[src/rtl/shot_detector_if.sv]
// vga_if: composed pixel stream bundle (timing counters, blanking flags, colour).
interface vga_if;
    logic [10:0] vcount;
    logic [10:0] hcount;
    logic        vblnk;
    logic        hblnk;
    logic [11:0] rgb;
    modport in  (input  vcount, hcount, vblnk, hblnk, rgb);
    modport out (output vcount, hcount, vblnk, hblnk, rgb);
endinterface

[src/rtl/shot_detector.sv]
// shot_detector: latches the cursor on a click, scans a window of the next full frame
// for target-coloured pixels, pulses hit or miss, then holds off for a frame-counted reload.
module shot_detector #(
    parameter logic [11:0] TARGET_RGB      = 12'hF00,
    parameter logic [11:0] TARGET_MASK     = 12'hFFF,
    parameter int unsigned WIN             = 2,
    parameter int unsigned COOLDOWN_FRAMES = 30
) (
    input  logic        clk,
    input  logic        rst,
    input  logic [11:0] xpos,
    input  logic [11:0] ypos,
    input  logic        left,
    vga_if.in           in,
    output logic        hit,
    output logic        miss,
    output logic        busy,
    output logic [11:0] shot_x,
    output logic [11:0] shot_y
);
    localparam int unsigned CW      = (COOLDOWN_FRAMES == 0) ? 1 : $clog2(COOLDOWN_FRAMES + 1);
    localparam logic [CW:0] CNT_END = (CW + 1)'(COOLDOWN_FRAMES);
    localparam logic [12:0] W13     = 13'(WIN);

    typedef enum logic [2:0] {IDLE, WAIT_SOF, SCAN, REPORT, COOLDOWN} state_e;

    state_e          state_q, state_d;
    logic            left_q, vblnk_q;
    logic            flag_q, flag_d;
    logic [CW-1:0]   cnt_q, cnt_d;
    logic [12:0]     xl_q, xh_q, yl_q, yh_q;
    logic [12:0]     xl_d, xh_d, yl_d, yh_d;
    logic [11:0]     shot_x_q, shot_y_q, shot_x_d, shot_y_d;
    logic            hit_q, miss_q, hit_d, miss_d;
    logic            click, sof, vb_rise, in_win, pix_match;
    logic [12:0]     hc13, vc13;

    assign hc13      = {2'b00, in.hcount};
    assign vc13      = {2'b00, in.vcount};
    assign click     = left && !left_q;
    assign sof       = in.vcount == '0 && in.hcount == '0;
    assign vb_rise   = in.vblnk && !vblnk_q;
    assign in_win    = hc13 >= xl_q && hc13 <= xh_q && vc13 >= yl_q && vc13 <= yh_q;
    assign pix_match = !in.hblnk && !in.vblnk && in_win &&
                       (in.rgb & TARGET_MASK) == (TARGET_RGB & TARGET_MASK);

    always_ff @(posedge clk) begin
        if (!rst) begin
            state_q  <= IDLE;
            left_q   <= 1'b0;
            vblnk_q  <= 1'b0;
            flag_q   <= 1'b0;
            cnt_q    <= '0;
            xl_q     <= '0;
            xh_q     <= '0;
            yl_q     <= '0;
            yh_q     <= '0;
            shot_x_q <= '0;
            shot_y_q <= '0;
            hit_q    <= 1'b0;
            miss_q   <= 1'b0;
        end else begin
            state_q  <= state_d;
            left_q   <= left;
            vblnk_q  <= in.vblnk;
            flag_q   <= flag_d;
            cnt_q    <= cnt_d;
            xl_q     <= xl_d;
            xh_q     <= xh_d;
            yl_q     <= yl_d;
            yh_q     <= yh_d;
            shot_x_q <= shot_x_d;
            shot_y_q <= shot_y_d;
            hit_q    <= hit_d;
            miss_q   <= miss_d;
        end
    end

    always_comb begin
        state_d  = state_q;
        flag_d   = flag_q;
        cnt_d    = cnt_q;
        xl_d     = xl_q;
        xh_d     = xh_q;
        yl_d     = yl_q;
        yh_d     = yh_q;
        shot_x_d = shot_x_q;
        shot_y_d = shot_y_q;
        unique case (state_q)
            IDLE: if (click) begin
                state_d  = WAIT_SOF;
                flag_d   = 1'b0;
                shot_x_d = xpos;
                shot_y_d = ypos;
                // clamp the low edge so a corner click never wraps to the far side
                xl_d     = {1'b0, xpos} < W13 ? '0 : {1'b0, xpos} - W13;
                yl_d     = {1'b0, ypos} < W13 ? '0 : {1'b0, ypos} - W13;
                xh_d     = {1'b0, xpos} + W13;
                yh_d     = {1'b0, ypos} + W13;
            end
            WAIT_SOF: if (sof) begin
                state_d = SCAN;
                flag_d  = flag_q | pix_match;
            end
            SCAN: begin
                flag_d = flag_q | pix_match;
                if (vb_rise) state_d = REPORT;
            end
            REPORT: begin
                state_d = (COOLDOWN_FRAMES == 0) ? IDLE : COOLDOWN;
                cnt_d   = '0;
            end
            COOLDOWN: if (sof) begin
                cnt_d   = cnt_q + 1'b1;
                state_d = ({1'b0, cnt_q} + 1'b1 == CNT_END) ? IDLE : COOLDOWN;
            end
            default: state_d = IDLE;
        endcase
    end

    always_comb begin
        busy   = state_q != IDLE;
        hit_d  = state_q == REPORT && flag_q;
        miss_d = state_q == REPORT && !flag_q;
    end

    assign hit    = hit_q;
    assign miss   = miss_q;
    assign shot_x = shot_x_q;
    assign shot_y = shot_y_q;
endmodule

[src/flat_wrapper.sv]
// flat-port wrapper written by rule: the top's interface ports become plain ports
module shot_detector_flat 
#(
    parameter logic [11:0] TARGET_RGB      = 12'hF00,
    parameter logic [11:0] TARGET_MASK     = 12'hFFF,
    parameter int unsigned WIN             = 2,
    parameter int unsigned COOLDOWN_FRAMES = 30
)
  (clk, rst, xpos, ypos, left, hit, miss, busy, shot_x, shot_y, in_vcount, in_hcount, in_vblnk, in_hblnk, in_rgb);
  vga_if in_i ();
  input  logic clk;
  input  logic rst;
  input  logic [11:0] xpos;
  input  logic [11:0] ypos;
  input  logic left;
  output logic hit;
  output logic miss;
  output logic busy;
  output logic [11:0] shot_x;
  output logic [11:0] shot_y;
  input wire logic [$bits(in_i.vcount)-1:0] in_vcount;
  input wire logic [$bits(in_i.hcount)-1:0] in_hcount;
  input wire logic [$bits(in_i.vblnk)-1:0] in_vblnk;
  input wire logic [$bits(in_i.hblnk)-1:0] in_hblnk;
  input wire logic [$bits(in_i.rgb)-1:0] in_rgb;
  assign in_i.vcount = in_vcount;
  assign in_i.hcount = in_hcount;
  assign in_i.vblnk = in_vblnk;
  assign in_i.hblnk = in_hblnk;
  assign in_i.rgb = in_rgb;
  shot_detector #(.TARGET_RGB(TARGET_RGB), .TARGET_MASK(TARGET_MASK), .WIN(WIN), .COOLDOWN_FRAMES(COOLDOWN_FRAMES)) u_core (.clk(clk), .rst(rst), .xpos(xpos), .ypos(ypos), .left(left), .in(in_i), .hit(hit), .miss(miss), .busy(busy), .shot_x(shot_x), .shot_y(shot_y));
endmodule
[config.mk]
export PLATFORM = sky130hd
export DESIGN_NAME = shot_detector_flat
export DESIGN_NICKNAME = d
export VERILOG_FILES = /design/src/rtl/shot_detector_if.sv /design/src/rtl/shot_detector.sv /design/src/flat_wrapper.sv
export SDC_FILE = /design/constraint.sdc
export NUM_CORES = 1
export LEC_CHECK = 0
export CAP_MARGIN = 20
export CORE_UTILIZATION = 40
export CTS_CLUSTER_DIAMETER = 50
export CTS_CLUSTER_SIZE = 20
export DETAILED_ROUTE_END_ITERATION = 10
export DONT_BUFFER_PORTS = 1
export SLEW_MARGIN = 20
export SYNTH_ARGS = -nofsm -noshare
export SYNTH_HDL_FRONTEND = slang
export SYNTH_SLANG_ARGS = --single-unit
[constraint.sdc]
create_clock -name clk -period 2.1 [get_ports clk]
set_clock_uncertainty 0.05 [all_clocks]
set_input_delay 0.21 -clock clk [delete_from_list [all_inputs] [get_ports clk]]
set_output_delay 0.21 -clock clk [all_outputs]
set_load 0.01 [all_outputs]
* After elaboration in Yosys (flattened, before gate mapping)
Index checks and enable logic that the tools add are counted.
Word-level totals: output and inout bits 27, register bits 89, word-level logic and storage cells 75, input bits 63
Cells by class: multiplexer cells 13, bitwise operators 1, $lt $le $gt $ge 6, reduce and logical (&&, ||, !) cells 26, eq/ne operators 10, add/sub/neg operators 6
Operator list (count):
- adder 12 x 2 -> 13 bit (second input constant) | 2
- >= comparator 11 x 13 -> 1 bit | 2
- less-or-equal comparator 11 x 13 -> 1 bit | 2
- two-way mux 13 bit | 2
- subtractor 12 x 2 -> 13 bit (second input constant) | 2
- < comparator 12 x 2 -> 1 bit (second input constant) | 2
- zero test 11 bit | 2
- two-way mux 3 bit | 5
- case mux 3 bit (5 select lines) | 1
- == test 12 bit (second input constant) | 1
- logical AND 1 bit | 11
- case mux 5 bit (2 select lines) | 1
- inequality test 2 x 1 -> 1 bit (second input constant) | 4
- adder 5 x 1 -> 6 bit (second input constant) | 1
- == test 3 x 2 -> 1 bit (second input constant) | 2
- == test 6 x 5 -> 1 bit (second input constant) | 1
- nonzero test 3 bit | 2
- adder 5 x 1 -> 5 bit (second input constant) | 1
- zero test 1 bit | 5
- two-way mux 5 bit | 1
- AND reduction 2 bit | 2
- AND reduction 4 bit | 1
- == test 3 x 1 -> 1 bit (second input constant) | 1
- == test 3 bit (second input constant) | 1
- other kinds (6) | 7

* Longest topological paths before layout
Gate-level depths: netlist (run 1).
depth in word-level cells 9, gate-level depth with buffers 9

* Least setup slack after synthesis (run 1)
Ideal clock, no wire load.
path type input-to-reg, start point input xpos[7], end point register u_core.xl_q[10], slack 0.135 ns, buffers on the path 2, arrival time 1.798 ns, library setup time 0.117 ns, stages 7, cells stage by stage buf_6 > or4_4 > or4_4 > buf_6 > and2_4 > a22oi_2 > nor2b_1
Between the ends: word-level cells in the longest chain between the ends 2
RTL lines:
- from (decl) | RTL line flat_wrapper.sv:13 | input logic [11:0] xpos;
- subtractor 12 x 2 -> 13 bit or < comparator 12 x 2 -> 1 bit (tied branches) | RTL line shot_detector.sv:96 | xl_d = {1'b0, xpos} < W13 ? '0 : {1'b0, xpos} - W13;
- two-way mux 13 bit * | RTL line shot_detector.sv:96
- to (signal assigned) | RTL line shot_detector.sv:68 | xl_q <= xl_d;
- to (decl) | RTL line shot_detector.sv:31 | logic [12:0] xl_q, xh_q, yl_q, yh_q;
Mark *: on every way between the ends. The rest lies on a longest branch, timed or not. A chain may end at the register's enable or synchronous reset.

* Worst setup path in the final report (run 1)
start point register u_core.state_q[0], end point register u_core.yl_q[9]
Between the ends: word-level cells in the longest chain between the ends 2
RTL lines:
- from (decl) | RTL line shot_detector.sv:27 | state_e state_q, state_d;
- from (signal assigned) | RTL line shot_detector.sv:63 | state_q <= state_d;
- zero test 3 bit | RTL line shot_detector.sv:89 | unique case (state_q)
- AND reduction 2 bit (no source line)
- to (signal assigned) | RTL line shot_detector.sv:70 | yl_q <= yl_d;
- to (decl) | RTL line shot_detector.sv:31
No other way between the ends.

==> impl_metrics.ini, run 1 <==
[status]
status = completed

[synth]
async_flop_share = 0
synth_top_cell_area_share = 0.333
synth.avg_cell_area_um2 = 8.21
syn_inst = 638
synth_mux_area_frac = 0.00191
synth.largest_area_cell = dfxtp_1
synth-edff-count = 0
synth_nets = 751
ys_seq_area_frac = 0.333
synth_xor_area_frac = 0.0485
synth.most_common_cell = nand2_1
netlist_area_mm2 = 0.00524
synth_top_family_by_area = simple AND/OR/NAND/NOR gates
yosysWarnings = 0
synth_common_cells = nand2_1, dfxtp_1, ha_1
ys_ff_latch = 87
yosys.area_share.adder = 0.119
synth-simple-area-share = 0.229
synth_area_leaders = dfxtp_1, ha_1, nand2_1
synth-compound-area-share = 0.200
ys.flop_type = dfxtp_1
post_synth_num_cell_types = 62

[detailed_routing]
vias = 4517
post_drt_wl_per_cell_um = 17.3
drc = 0
firstDrtPassIters = 7
drt_iter0_drc = 287
drt_wl_total_um = 14400
drt-vias-per-instance = 5.42
ant_nets = 0

[cts]
clk_pin_slew_ps = 60
post_cts_resized = 0
cts.sinks = 87
root_buffer = clkbuf_16
worstSkewPairLatency_ps = 340
clock_path_buffers = 2
numCtsBuffers = 9
h-tree-depth = 3
cts_tree = yes

[global_routing]
grt_antenna_before_repair = 1
overflow = 0
grt_max_degree = 84
grt_pass1_vias = 4493
globalRouteTotalUtil = 0.224
grt_pass1_wl_um = 23200

[pwr]
pwr-share-seq = 0.464
ir_worst_vdd_mv = 0.338
switching_power_mw = 1.07
combPwrFrac = 0.172
intPower_mw = 2.87
power_density_mw_per_mm2 = 657
clock_power_share = 0.364
switching_share = 0.272
power_mw = 3.94
power.static_leakage_nw = 2.44

[finish]
final_cell_count_no_fill = 833
final_util = 0.473
finalInstanceArea_mm2 = 0.00599
fin_nets = 768
drive_above_1_share = 0.0621
fillers = 1238
synthToLayoutAreaGrowth_pct = 14.5

[die]
core-area_mm2 = 0.0127
die_area_mm2 = 0.0136
die_w_um = 116
die_y_um = 116
rows = 41
initial_utilization = 0.413
ioPinCount = 90

[sta]
hold_violations = 0
rsz0062_at_grt = no
post-route-period-util = 0.930
setup_viol = 0
fin_hold_ws_ps = 12.6
post-route-min-period_ps = 1950
fmax_mhz = 512
fin_ws_ps = 148
finalMaxSlewViolations = 0
slew_headroom = 0.617
finalSetupTns_ps = 0
worst_pin_slew_ps = 569

[place]
gp_congestion = 0.821
post-dp-hpwl_um = 10300
post-place-ws_ps = 64.1
portBuffers = 0
place_area_mm2 = 0.00543
place_inst = 787

[critical_path]
crit_family = simple AND/OR/NAND/NOR gates
cp.depth = 5
critPathLaunch = u_core.state_q[0]
cp_slowest_cell = or2_2
reg2reg_from = u_core.state_q[0]
crit_arrival_ps = 2120
reg2reg_depth = 5
path_buf_inv = 1
startpoint_type = register
worst_setup_path_end_kind = register
cp_max_fo = 22
criticalPathCategory = reg2reg
crit_chain = or3_1 > or2_2 > buf_4 > a22oi_1 > nor2b_1
critical_path_required_ps = 2270
cpPeakStageDelay_ps = 450

[worst_hold_path]
worstHoldPathType = in2reg
hold_depth = 2
hp-start = ypos[11]

[run]
maxCapViolCount = 0
repair_timing:
| action | 4_1_cts | 5_1_grt |
|---|---|---|
| hold buffers | 29 | 0 |
| buffers inserted | 0 | 0 |
| setup endpoints to repair | 0 | 0 |
| endpoints found under the hold margin | 85 | 0 |
flip-flops by register name, summed over array words and instances (netlist names):
signal,flops
u_core.left_q,1
u_core.yh_q,12
u_core.xh_q,12
u_core.flag_q,1
u_core.shot_y,12
u_core.cnt_q,5
u_core.hit,1
u_core.yl_q,13
u_core.xl_q,13
u_core.vblnk_q,1
u_core.miss,1
u_core.state_q,3
u_core.shot_x,12
layer usage:
| metal | part of all wire | global-route usage | vias to the layer above | routed length [um] |
|---|---|---|---|---|
| met5 | 0 | 0 | - | 0 |
| met4 | 0.022 | 0.0915 | 0 | 311 |
| met3 | 0.092 | 0.0784 | 22 | 1330 |
| met2 | 0.43 | 0.328 | 132 | 6150 |
| met1 | 0.46 | 0.297 | 2117 | 6600 |
| li1 | - | - | 2246 | - |
logic make-up (layout without fill, tap and decap cells):
logic type / after synthesis / count (layout)
AO/OA/AOI/OAI: 139 / 139
XOR/XNOR: 29 / 29
adder cells (fa/ha/maj): 50 / 50
buffers and inverters: 87 / 109
flip-flops: 87 / 87
multiplexers: 1 / 1
other: 0 / 1
AND/OR/NAND/NOR: 245 / 245
area by class of cell:
| cell class | count | area [um^2] | area share |
|---|---|---|---|
| antenna | 1 | 2.50 | 0.000417 |
| clock buffer | 12 | 236 | 0.0394 |
| clock inverter | 4 | 22.5 | 0.00376 |
| inverter | 49 | 184 | 0.0307 |
| multi-input combinational | 464 | 3150 | 0.525 |
| sequential | 87 | 1740 | 0.291 |
| tap | 172 | 215 | 0.0359 |
| timing repair buffer | 44 | 445 | 0.0743 |
layout by cell type, fill, tap and decap left out, types with 4 or more instances in the layout:
cell           instances
a211oi_1               4
a21boi_0              41
a21o_1                 5
a21oi_1               17
a22oi_1                9
and2_1                 5
and3_1                 5
buf_4                 13
clkbuf_16              9
dfxtp_1               87
dlygate4sd3_1         28
ha_1                  50
inv_1                 49
nand2_1              108
nand2b_1               6
nand3_1               25
nand4_1                7
nor2_1                25
nor2b_1               20
nor3_1                 7
nor3b_1                5
nor4_1                12
o211a_1               19
o21ai_0               14
or3_1                  4
xnor2_1                8
xor2_1                21
power groups by stage:
| stage | Sequential [mW] | Clock, mW | Combinational (mW) |
|---|---|---|---|
| 2_1_floorplan | 1.84 | 0 | 0.494 |
| 3_3_place_gp | 1.86 | 0 | 0.575 |
| 3_5_place_dp | 1.86 | 0 | 0.598 |
| 4_1_cts | 1.83 | 1.47 | 0.678 |
| 5_1_grt | 1.84 | 1.54 | 0.770 |
| 6_report | 1.83 | 1.43 | 0.678 |
worst reg2reg max path: stages (launching register included):
cell and delay [ps]:
dfxtp_1 360, or3_1 410, or2_2 450, buf_4 280
a22oi_1 220, nor2b_1 70
final timing paths:
kind,endpoint,slack (ps)
hold / removal,u_core.yl_q[11],10
setup reg to reg,u_core.yl_q[9],150
setup / recovery,u_core.yl_q[9],150
hold reg to reg,u_core.miss,410
Note: power is estimated with default switching activity, not from simulation.
==> run 2, diff against run 1 <==
- CTS_BUF_LIST: not set -> sky130_fd_sc_hd__clkbuf_8 sky130_fd_sc_hd__clkbuf_16
- SLEW_MARGIN: 20 -> 10
- clock period: 2.1 -> 1.8 ns (I/O delays scaled with it)
==> impl_metrics.ini, run 2 (synthesis results as in run 1) <==
[cts]
h-tree-depth = 3
clock_path_buffers = 2
root_buffer = clkbuf_16
clk_pin_slew_ps = 60
cts.sinks = 87
numCtsBuffers = 9
cts_tree = yes
worstSkewPairLatency_ps = 330

[die]
die_area_mm2 = 0.0136
die_w_um = 116
die_y_um = 116
ioPinCount = 90
initial_utilization = 0.413
rows = 41
core-area_mm2 = 0.0127

[detailed_routing]
post_drt_wl_per_cell_um = 16.8
vias = 4562
ant_nets = 0
drt-vias-per-instance = 5.34
drt_wl_total_um = 14400
firstDrtPassIters = 5
drc = 0
drt_iter0_drc = 317

[critical_path]
criticalPathCategory = reg2reg
cpPeakStageDelay_ps = 330
crit_chain = inv_1 > ha_1 > a21o_1 > a21o_1 > a21o_1 > a211oi_2 > o31a_1 > o22ai_1
worst_setup_path_end_kind = register
path_buf_inv = 1
critical_path_required_ps = 1960
startpoint_type = register
crit_family = compound AO/OA/AOI/OAI gates
cp_max_fo = 2
critPathMostFrequentCell = a21o_1
crit_arrival_ps = 1990
cp_slowest_cell = dfxtp_1

[run]
maxCapViolCount = 0

[sta]
fin_hold_ws_ps = 30.2
worst_pin_slew_ps = 444
post-route-period-util = 1.02
hold_violations = 0
rsz0062_at_grt = yes
fmax_mhz = 547
finalMaxSlewViolations = 0
slew_headroom = 0.700
setup_viol = 1
post-route-min-period_ps = 1830
fin_ws_ps = -29.6

[place]
place_inst = 803
portBuffers = 0
place_area_mm2 = 0.00560
post-dp-hpwl_um = 10100
gp_congestion = 0.839

[finish]
finalInstanceArea_mm2 = 0.00646
final_common_cell = nand2_1
drive_above_1_share = 0.148
final_cell_count_no_fill = 854
top_regs = u_core.xl_q: 13 flops, u_core.yl_q: 13 flops
multi_input_area_mm2 = 0.00335
fin_nets = 790
synthToLayoutAreaGrowth_pct = 23.3
seqCellArea_mm2 = 0.00176
fillers = 1199
layout_common_cells = nand2_1, dfxtp_1, inv_1

[pwr]
power.static_leakage_nw = 2.62
ir_worst_vdd_mv = 0.422
power_density_mw_per_mm2 = 733

[global_routing]
globalRouteTotalUtil = 0.213
overflow = 0
grt_pass1_wl_um = 21900
grt_pass1_vias = 4409
grt_antenna_before_repair = 1
grt_max_degree = 85

[status]
status = finished, violations left
violations = setup timing

[worst_hold_path]
worstHoldPathType = in2reg
[run 2: area by class of cell]
class | count | area share
inverter | 49 | 0.0285
timing repair buffer | 66 | 0.108
multi-input combinational | 464 | 0.518
clock buffer | 10 | 0.0370
tap | 172 | 0.0333
antenna | 1 | 0.000387
clock inverter | 5 | 0.00310
sequential | 87 | 0.272
[run 2: worst register-to-register path, stage by stage, from the launching register on]
cell and delay, ps:
dfxtp_1 330, inv_1 50, ha_1 290, a21o_1 170, a21o_1 180, a21o_1 190, a211oi_2 230, o31a_1 160
o22ai_1 80
[run 2: power breakdown]
group	switching [mW]	internal [mW]	leakage, nW
sequential	0.0900	2.05	0.717
clock	0.703	0.942	0.143
combinational	0.461	0.489	1.76
total	1.25	3.48	2.62
[run 2: routing by layer]
metal	track usage	wire length [um]	up-vias
met5	0	0	-
met4	0.0940	267	0
met3	0.0576	1130	19
met2	0.323	6490	119
met1	0.283	6480	2130
li1	-	-	2294
[run 2: path summary, 6_finish.rpt]
kind / slack (ps) / to / startpoint / depth (start not counted)
worst min-delay path: 30 / u_core.yh_q[1] / ypos[1] / 3
worst min register to register: 370 / u_core.miss / u_core.flag_q / 1
worst max register to register: -30 / u_core.flag_q / u_core.yl_q[6] / 8
worst max-delay path: -30 / u_core.flag_q / u_core.yl_q[6] / 8
[run 2: per-stage QoR]
step | power (mW) | setup TNS, ps | worst slack, ps | utilization
3_3_place_gp | 2.89 | -420 | -166 | 0.442
4_1_cts | 4.71 | 0 | 1.15 | 0.497
3_5_place_dp | 2.92 | -435 | -153 | 0.442
6_report | 4.73 | -29.6 | -29.6 | 0.510
5_1_grt | 4.98 | -113 | -113 | 0.510
2_1_floorplan | 2.75 | -371 | -103 | -
[run 2: timing repair]
action	4_1_cts	5_1_grt
buffers inserted	1	3
hold buffers	29	0
endpoints found under the setup margin	1	35
gates cloned	0	2
pin swaps	9	5
hold endpoints to repair	86	0
gates resized for setup	23	17
==> run 3, diff against run 2 <==
- PLACE_DENSITY_LB_ADDON: not set -> 0.08
==> impl_metrics.ini, run 3 (synthesis results as in run 1) <==
[cts]
clock_path_buffers = 2
cts_tree = yes
root_buffer = clkbuf_16
clk_pin_slew_ps = 60
cts.sinks = 87
worstSkewPairLatency_ps = 350
numCtsBuffers = 9
h-tree-depth = 3

[place]
post-place-ws_ps = -254
place_inst = 806
gp_congestion = 0.837
portBuffers = 0
post-dp-hpwl_um = 10500

[finish]
top_regs = u_core.xl_q: 13 flops, u_core.yl_q: 13 flops
layout_common_cells = nand2_1, dfxtp_1, inv_1
final_common_cell = nand2_1
fillers = 1244
synthToLayoutAreaGrowth_pct = 22.4
drive_above_1_share = 0.135
final_cell_count_no_fill = 855
fin_nets = 790
final_util = 0.506
multi_input_area_mm2 = 0.00328
seqCellArea_mm2 = 0.00175

[critical_path]
path_buf_inv = 1
cp_max_fo = 2
crit_arrival_ps = 2030
rrSetupSlack_ps = -50
crit_chain = inv_1 > ha_4 > nand4_1 > nor2_2 > a2111oi_4 > a221o_1 > o2111ai_2 > o22ai_2
criticalPathCategory = reg2reg
critical_path_required_ps = 1980
cpPeakStageDelay_ps = 370
reg2reg_from = u_core.xh_q[7]
critPathLaunch = u_core.xh_q[7]
cp_slowest_cell = a221o_1
worst_setup_path_end_kind = register
crit_family = compound AO/OA/AOI/OAI gates
startpoint_type = register

[worst_hold_path]
hp-start = xpos[11]
worstHoldPathType = in2reg

[detailed_routing]
drc = 0
drt_wl_total_um = 14900
post_drt_wl_per_cell_um = 17.4
drt_iter0_drc = 201
ant_nets = 0
drt-vias-per-instance = 5.27
vias = 4508
firstDrtPassIters = 7

[die]
core-area_mm2 = 0.0127
die_w_um = 116
ioPinCount = 90
die_area_mm2 = 0.0136
initial_utilization = 0.413
die_y_um = 116
rows = 41

[global_routing]
globalRouteTotalUtil = 0.225
grt_max_degree = 85
grt_antenna_before_repair = 1
grt_pass1_wl_um = 23100
overflow = 0
grt_pass1_vias = 4491

[sta]
fmax_mhz = 540
finalSetupTns_ps = -50.9
setup_viol = 1
post-route-period-util = 1.03
slew_headroom = 0.701
worst_pin_slew_ps = 444
finalMaxSlewViolations = 0
hold_violations = 0
rsz0062_at_grt = yes
fin_ws_ps = -50.9
post-route-min-period_ps = 1850

[status]
status = finished, violations left
violations = setup timing

[pwr]
power_density_mw_per_mm2 = 767
ir_worst_vdd_mv = 0.437
power.static_leakage_nw = 2.62

[run]
maxCapViolCount = 0
## run 3: cell count changes in the layout (fill, tap and decap cells not counted), sizes merged
cell,before,now
inv,53,50
clkinvlp,0,1
clkbuf,12,15
## run 3: final cells by class
cell class / instances / area share
multi-input combinational: 464 / 0.512
antenna: 1 / 0.000390
timing repair buffer: 66 / 0.107
clock inverter: 3 / 0.00254
tap: 172 / 0.0336
clock buffer: 13 / 0.0437
sequential: 87 / 0.273
inverter: 49 / 0.0287
## run 3: what timing repair did
item	4_1_cts	5_1_grt
hold buffers	29	0
cloned	0	2
setup buffers	0	1
resized for setup	9	20
endpoints found under the hold margin	87	0
pin swaps	3	9
setup endpoints to repair	9	39
## run 3: stage by stage
stage	hold WS, ps	area [um^2]	power [mW]
after floorplan	252	5320	2.75
after global placement	258	5610	2.90
after detailed placement	258	5610	2.92
after CTS	16.4	6230	4.89
after global routing	35.0	6410	5.15
final	22.1	6410	4.92
## run 3: where the power goes
group,internal (mW),leakage (nW),switching (mW),total (mW)
clock network,1.08,0.149,0.778,1.86
registers,2.04,0.715,0.0894,2.13
logic,0.461,1.75,0.464,0.925
## run 3: final timing paths
check,endpoint,cells after the start
setup / recovery,u_core.flag_q,8
hold / removal,u_core.xl_q[12],3
setup reg to reg,u_core.flag_q,8
hold reg to reg,u_core.miss,1
## run 3: per-layer routing
metal / wire length (um) / GRT usage / up-vias / part of all wire
met5: 0 / 0 / - / 0
met4: 243 / 0.0838 / 0 / 0.016
met3: 886 / 0.0529 / 16 / 0.059
met2: 6550 / 0.344 / 93 / 0.44
met1: 7210 / 0.308 / 2108 / 0.48
li1: - / - / 2291 / -
## run 3: tightest hold or removal path, stage by stage
cell	delay (ps)
nor2_1	30
nand4_1	80
a21boi_0	80
